===== src/rtl/qs_out_buf.sv =====
`default_nettype none
// ============================================================================
// Module   : qs_out_buf
// Brief    : Output buffer for the qs sort engine. Checks each incoming packet
//            for framing and ascending order, stores words in a FIFO and
//            re-presents them over valid/ready. When the FIFO overflows, the
//            packet in progress is closed with an error word.
// Revision : 1.0 - initial release
// ============================================================================
module qs_out_buf #(
  parameter int OPT_W = 32,
  parameter int DEPTH = 64,
  parameter int CNT_W = 32
) (
  input  logic             clk,
  input  logic             rst,
  input  logic             in_vld,
  input  logic             in_sop,
  input  logic             in_eop,
  input  logic             in_err,
  input  logic [OPT_W-1:0] in_dat,
  output logic             out_vld_r,
  output logic             out_sop_r,
  output logic             out_eop_r,
  output logic             out_err_r,
  output logic [OPT_W-1:0] out_dat_r,
  input  logic             out_rdy,
  output logic [CNT_W-1:0] stat_pkt_cnt_r,
  output logic             stat_unsorted_r,
  output logic             stat_ovf_r,
  output logic             stat_frm_r
);

  localparam int            c_AW    = $clog2(DEPTH);
  localparam int            c_EW    = OPT_W + 3;
  localparam logic [c_AW:0] c_FULL  = (c_AW + 1)'(DEPTH);
  localparam logic [c_AW:0] c_AFULL = (c_AW + 1)'(DEPTH - 1);

  typedef enum logic [1:0] {
    ST_IDLE = 2'd0,
    ST_PKT  = 2'd1,
    ST_DROP = 2'd2
  } state_t;

  state_t           r_state, w_state_nxt;
  logic [c_EW-1:0]  r_mem [DEPTH];
  logic [c_AW-1:0]  r_wr_ptr, r_rd_ptr;
  logic [c_AW:0]    r_count;
  logic [OPT_W-1:0] r_prev, w_prev_nxt;
  logic             r_pkt_err, w_pkt_err_nxt;
  logic [CNT_W-1:0] r_pkt_cnt;
  logic             r_unsorted, r_ovf, r_frm;

  logic             w_wr_en;
  logic [c_EW-1:0]  w_wr_ent;
  logic             w_set_ovf, w_set_frm, w_set_uns;
  logic             w_start;
  logic             w_full, w_afull, w_empty, w_pop;
  logic             w_viol, w_werr;
  logic [c_EW-1:0]  w_head;

  // Write decisions use start-of-cycle occupancy; a same-cycle pop frees nothing.
  assign w_full  = (r_count == c_FULL);
  assign w_afull = (r_count == c_AFULL);
  assign w_empty = (r_count == '0);
  assign w_pop   = !w_empty && out_rdy;
  assign w_viol  = (in_dat < r_prev);
  assign w_werr  = in_err | w_viol;

  // Packet FSM: framing/order checks and write-entry formation ({sop,eop,err,dat}).
  always_comb begin
    w_state_nxt   = r_state;
    w_wr_en       = 1'b0;
    w_wr_ent      = '0;
    w_prev_nxt    = r_prev;
    w_pkt_err_nxt = r_pkt_err;
    w_set_ovf     = 1'b0;
    w_set_frm     = 1'b0;
    w_set_uns     = 1'b0;
    w_start       = 1'b0;
    if (in_vld) begin
      case (r_state)
        ST_IDLE: begin
          if (in_sop) w_start   = 1'b1;
          else        w_set_frm = 1'b1;
        end
        ST_PKT: begin
          if (in_sop) begin
            // Previous packet is left unterminated; the new one starts fresh.
            w_set_frm = 1'b1;
            w_start   = 1'b1;
          end else begin
            w_set_uns = w_viol;
            if (w_afull && !in_eop) begin
              w_wr_en     = 1'b1;
              w_wr_ent    = {1'b0, 1'b1, 1'b1, in_dat};
              w_set_ovf   = 1'b1;
              w_state_nxt = ST_DROP;
            end else if (w_full) begin
              w_set_ovf   = 1'b1;
              w_state_nxt = in_eop ? ST_IDLE : ST_DROP;
            end else begin
              w_wr_en       = 1'b1;
              w_wr_ent      = {1'b0, in_eop, in_eop ? (r_pkt_err | w_werr) : w_werr, in_dat};
              w_prev_nxt    = in_dat;
              w_pkt_err_nxt = r_pkt_err | w_werr;
              if (in_eop) w_state_nxt = ST_IDLE;
            end
          end
        end
        ST_DROP: begin
          w_set_frm = in_sop;
          if (in_eop) w_state_nxt = ST_IDLE;
        end
        default: w_state_nxt = ST_IDLE;
      endcase

      // Start of a new packet, shared by IDLE and the mid-packet sop case.
      if (w_start) begin
        if (w_full) begin
          w_set_ovf   = 1'b1;
          w_state_nxt = in_eop ? ST_IDLE : ST_DROP;
        end else if (w_afull && !in_eop) begin
          w_wr_en     = 1'b1;
          w_wr_ent    = {1'b1, 1'b1, 1'b1, in_dat};
          w_set_ovf   = 1'b1;
          w_state_nxt = ST_DROP;
        end else begin
          w_wr_en       = 1'b1;
          w_wr_ent      = {1'b1, in_eop, in_err, in_dat};
          w_prev_nxt    = in_dat;
          w_pkt_err_nxt = in_err;
          w_state_nxt   = in_eop ? ST_IDLE : ST_PKT;
        end
      end
    end
  end

  // FIFO storage; contents are qualified by r_count so no reset is needed.
  always_ff @(posedge clk) begin
    if (w_wr_en) r_mem[r_wr_ptr] <= w_wr_ent;
  end

  // Control state, FIFO pointers/occupancy and statistics.
  always_ff @(posedge clk) begin
    if (rst) begin
      r_state    <= ST_IDLE;
      r_wr_ptr   <= '0;
      r_rd_ptr   <= '0;
      r_count    <= '0;
      r_prev     <= '0;
      r_pkt_err  <= 1'b0;
      r_pkt_cnt  <= '0;
      r_unsorted <= 1'b0;
      r_ovf      <= 1'b0;
      r_frm      <= 1'b0;
    end else begin
      r_state   <= w_state_nxt;
      r_prev    <= w_prev_nxt;
      r_pkt_err <= w_pkt_err_nxt;
      if (w_wr_en) r_wr_ptr <= r_wr_ptr + 1'b1;
      if (w_pop)   r_rd_ptr <= r_rd_ptr + 1'b1;
      r_count <= r_count + (c_AW + 1)'(w_wr_en) - (c_AW + 1)'(w_pop);
      if (w_wr_en && w_wr_ent[c_EW-2]) r_pkt_cnt <= r_pkt_cnt + 1'b1;
      if (w_set_uns) r_unsorted <= 1'b1;
      if (w_set_ovf) r_ovf      <= 1'b1;
      if (w_set_frm) r_frm      <= 1'b1;
    end
  end

  // Head is read straight from storage and forced to zero when empty.
  assign w_head    = w_empty ? '0 : r_mem[r_rd_ptr];
  assign out_vld_r = !w_empty;
  assign {out_sop_r, out_eop_r, out_err_r, out_dat_r} = w_head;

  assign stat_pkt_cnt_r  = r_pkt_cnt;
  assign stat_unsorted_r = r_unsorted;
  assign stat_ovf_r      = r_ovf;
  assign stat_frm_r      = r_frm;

endmodule
`default_nettype wire


===== config.mk =====
export PLATFORM = sky130hd
export DESIGN_NAME = qs_out_buf
export DESIGN_NICKNAME = d
export VERILOG_FILES = /design/src/rtl/qs_out_buf.sv
export SDC_FILE = /design/constraint.sdc
export NUM_CORES = 2
export LEC_CHECK = 0
export CORE_MARGIN = 2
export CORE_UTILIZATION = 45
export DETAILED_ROUTE_END_ITERATION = 6
export PLACE_DENSITY_LB_ADDON = 0.08
export SLEW_MARGIN = 20
export SYNTH_ARGS = -nofsm -noshare
export SYNTH_HDL_FRONTEND = slang
export SYNTH_SLANG_ARGS = --single-unit

===== constraint.sdc =====
create_clock -name clk -period 6.2 [get_ports clk]
set_input_delay 1.24 -clock clk [delete_from_list [all_inputs] [get_ports clk]]
set_output_delay 1.24 -clock clk [all_outputs]
set_load 0.03 [all_outputs]

==> results.sh <==
export IMPL_status="completed"
export IMPL_internal_power_mw=28.6
export IMPL_syn_inst=4126
export IMPL_ant_nets=0
export IMPL_critPathMaxStageDelay_ps=720
export IMPL_ios=110
export IMPL_maxSlewViolCount=0
export IMPL_ys_flop_type="edfxtp_1"
export IMPL_min_period_ps=5920
export IMPL_synth_warnings=0
export IMPL_grt_max_degree=91
export IMPL_h_tree_depth=4
export IMPL_async_flop_share=0
export IMPL_multi_input_area_um2=20700
export IMPL_drt_wl_total_um=243000
export IMPL_hp_class="reg2reg"
export IMPL_ys_ff_latch=2335
export IMPL_grt_overflow_total=0
export IMPL_die_w_um=453
export IMPL_syn_to_final_growth_pct=15.2
export IMPL_seq_area_frac_synth=0.763
export IMPL_grt_pass1_vias=44000
export IMPL_clkPwrFrac=0.367
export IMPL_grt_usage=0.239
export IMPL_end_kind="output port"
export IMPL_postCtsHoldBufs=0
export IMPL_switching_share=0.250
export IMPL_cts_buffer_depth=3
export IMPL_pwr_share_comb=0.169
export IMPL_synth_edf_count=2240
export IMPL_fillers=15800
export IMPL_max_cap_viol_count=0
export IMPL_cts_repair_resized=0
export IMPL_setup_viol=0
export IMPL_core_um2=200000
export IMPL_arrival_ps=4680
export IMPL_synth_nets=4214
export IMPL_synth_top_cell_area_share=0.742
export IMPL_power_switching_mw=9.52
export IMPL_hold_violations=0
export IMPL_dr_first_iter_drc_count=4573
export IMPL_tightestPinTransition_ps=1170
export IMPL_crit_chain="buf_12 > buf_12 > mux4_2 > mux4_2 > a31oi_1 > o21ai_1 > clkdlybuf4s50_1"
export IMPL_die_area_um2=205000
export IMPL_initial_core_util=0.453
export IMPL_drive_gt1_frac=0.289
export IMPL_routed_via_density=5.97
export IMPL_cp_required_ps=4960
export IMPL_vias=43600
export IMPL_fin_skew_ps=29.1
export IMPL_numCtsBuffers=235
export IMPL_fmax_ghz=0.169
export IMPL_finalWeightedCongestion=0.767
export IMPL_root_buffer="clkbuf_16"
export IMPL_final_util=0.522
export IMPL_synth_area_um2=90600
export IMPL_cts_tree="done"
export IMPL_fin_crit_sh=0.956
export IMPL_rsz0062_at_grt="false"
export IMPL_clock_latency_ps=870
export IMPL_final_seq_area_um2=69200
export IMPL_grt_pass1_wl_um=342000
export IMPL_antenna_found_initial=8
export IMPL_final_nets=4543
export IMPL_avgSynthCellArea_um2=22.0
export IMPL_power_density_nw_per_um2=365
export IMPL_max_vdd_ir_drop_mv=0.302
export IMPL_dp_hpwl_um=138000
export IMPL_drc=0
export IMPL_slew_headroom=0.215
export IMPL_cpMaxStageDelayCell="dfxtp_4"
export IMPL_synth_cell_types=63
export IMPL_cts_setup_buffers=0
export IMPL_worstPathMaxFanout=26
export IMPL_wl_per_cell_um=33.3
export IMPL_die_h_um=453
export IMPL_power_leakage_nw=32.4
export IMPL_synth_top_area_cell="edfxtp_1"
export IMPL_clkSlewWorstSetupHoldPaths_ps=60
export IMPL_port_buffers=109
export IMPL_first_pass_iters=6
export IMPL_fp_row_count=164
export IMPL_synth_area_leaders="edfxtp_1 (74%), mux4_2 (16%), dfxtp_1 (2.1%)"
export IMPL_sequentialPowerShare=0.464
export IMPL_criticalPathCategory="reg2out"
export IMPL_finalSetupTns_ps=0
export IMPL_worstSetupStartpointType="flop"
export IMPL_clock_sinks=2335
[layout make-up]
cell class,count,share of cell area
Sequential cell,2335,0.663
Multi-Input combinational cell,1509,0.198
Inverter,63,0.00230
Antenna cell,3,0.0000720
Clock inverter,147,0.0127
Timing Repair Buffer,311,0.0324
Tap cell,2656,0.0318
Clock buffer,292,0.0595
[layout by cell type (no fill, tap or decap), types with 12 or more instances in the layout]
| cell type | instances |
|---|---|
| xor2_1 | 21 |
| a21oi_1 | 99 |
| clkdlybuf4s50_1 | 84 |
| ha_1 | 48 |
| nor2b_1 | 17 |
| clkinv_1 | 59 |
| clkinv_2 | 48 |
| and2_4 | 12 |
| nand4_1 | 25 |
| o22ai_1 | 29 |
| nor2_4 | 63 |
| clkbuf_1 | 49 |
| nor2_1 | 66 |
| mux4_2 | 644 |
| buf_4 | 161 |
| dfxtp_1 | 90 |
| inv_1 | 60 |
| and3_1 | 20 |
| a211oi_1 | 22 |
| clkbuf_16 | 238 |
| buf_12 | 64 |
| mux2i_1 | 78 |
| bufinv_16 | 23 |
| xnor2_1 | 15 |
| nand2_1 | 107 |
| a31oi_1 | 15 |
| mux2_2 | 25 |
| o21ai_1 | 23 |
| o21ai_0 | 26 |
| and2_2 | 21 |
| nand3_1 | 17 |
| edfxtp_1 | 2240 |
[state kept, by name (all words and copies together) (netlist names), named ones only]
| name | count |
|---|---|
| r_count | 7 |
| r_prev | 32 |
| r_mem | 2240 |
| stat_frm_r | 1 |
| stat_pkt_cnt_r | 32 |
| r_rd_ptr | 6 |
| stat_unsorted_r | 1 |
| stat_ovf_r | 1 |
| r_pkt_err | 1 |
| r_wr_ptr | 6 |
| r_state | 2 |
[metrics by stage]
| stage | instance area [µm²] | power [mW] | setup WS [ps] | hold WS (ps) | std cells |
|---|---|---|---|---|---|
| 2_1_floorplan | 90600 | 22.2 | 165 | 436 | 4126 |
| 3_3_place_gp | 96700 | 24.5 | 1070 | 442 | 6871 |
| 3_5_place_dp | 96800 | 24.6 | 1070 | 446 | 6873 |
| 4_1_cts | 104000 | 38.4 | 122 | 455 | 7312 |
| 5_1_grt | 104000 | 39.3 | 75.6 | 467 | 7314 |
| 6_report | 104000 | 38.1 | 275 | 454 | 7316 |
[worst paths after layout]
check | slack (ps) | startpoint | depth (start not counted) | endpoint
setup / recovery | 280 | flop | 7 | out_dat_r[28]
hold / removal | 450 | r_prev[17]$_SDFFE_PP0P_ | 2 | r_prev[17]$_SDFFE_PP0P_
setup reg to reg | 1840 | r_count[4]$_SDFF_PP0_ | 18 | r_count[6]$_SDFF_PP0_
hold reg to reg | 450 | r_prev[17]$_SDFFE_PP0P_ | 2 | r_prev[17]$_SDFFE_PP0P_
[metal layers]
layer | routed length (µm) | share of wire | global-route usage
met5 | 0 | 0 | 0
met4 | 5330 | 0.022 | 0.0584
met3 | 11800 | 0.049 | 0.0282
met2 | 119000 | 0.49 | 0.385
met1 | 107000 | 0.44 | 0.350
[Yosys cell counts (3+ instances only)]
cell type  number
edfxtp_1     2240
mux4_2        644
nor2_1        130
nand2_1       109
a21oi_1        99
dfxtp_1        95
clkbuf_1       94
mux2i_1        78
buf_2          64
inv_1          61
ha_1           48
and2_1         39
buf_4          29
o22ai_1        29
o21ai_0        26
mux2_2         25
nand4_1        25
o21ai_1        23
a211oi_1       22
and3_1         21
buf_1          21
xor2_1         21
nand3_1        17
nor2b_1        17
a31oi_1        15
xnor2_1        15
buf_6          11
or3_1          10
a221oi_1        8
nand2b_1        8
a21o_1          7
a22oi_1         7
nor3_1          7
a32oi_1         6
a221o_1         5
nand3b_1        5
nor4_1          5
o31ai_1         4
or2_2           4
nor3b_1         3
o21a_1          3
[power groups by stage]
stage               combinational (mW)  clock [mW]  sequential (mW)
floorplan                         4.34           0             17.9
global placement                  6.53           0             18.0
detailed placement                6.55           0             18.0
CTS                               6.57        14.2             17.7
global route                      6.84        14.8             17.7
finish                            6.45        14.0             17.7
[kinds of logic after synthesis]
kind of cell	synth area share
compound gates	0.0181
xor+xnor	0.00348
fa+ha+maj	0.00685
buf+inv	0.0147
flops	0.763
mux	0.172
simple gates	0.0217
[worst max-delay path: cells and delay by family, from the launching register on]
kind            cells  cell delay [ps]
mux                 2             1020
buf+inv             3             1180
flops               1              720
compound gates      2              840
(Power assumes the default switching activity.)
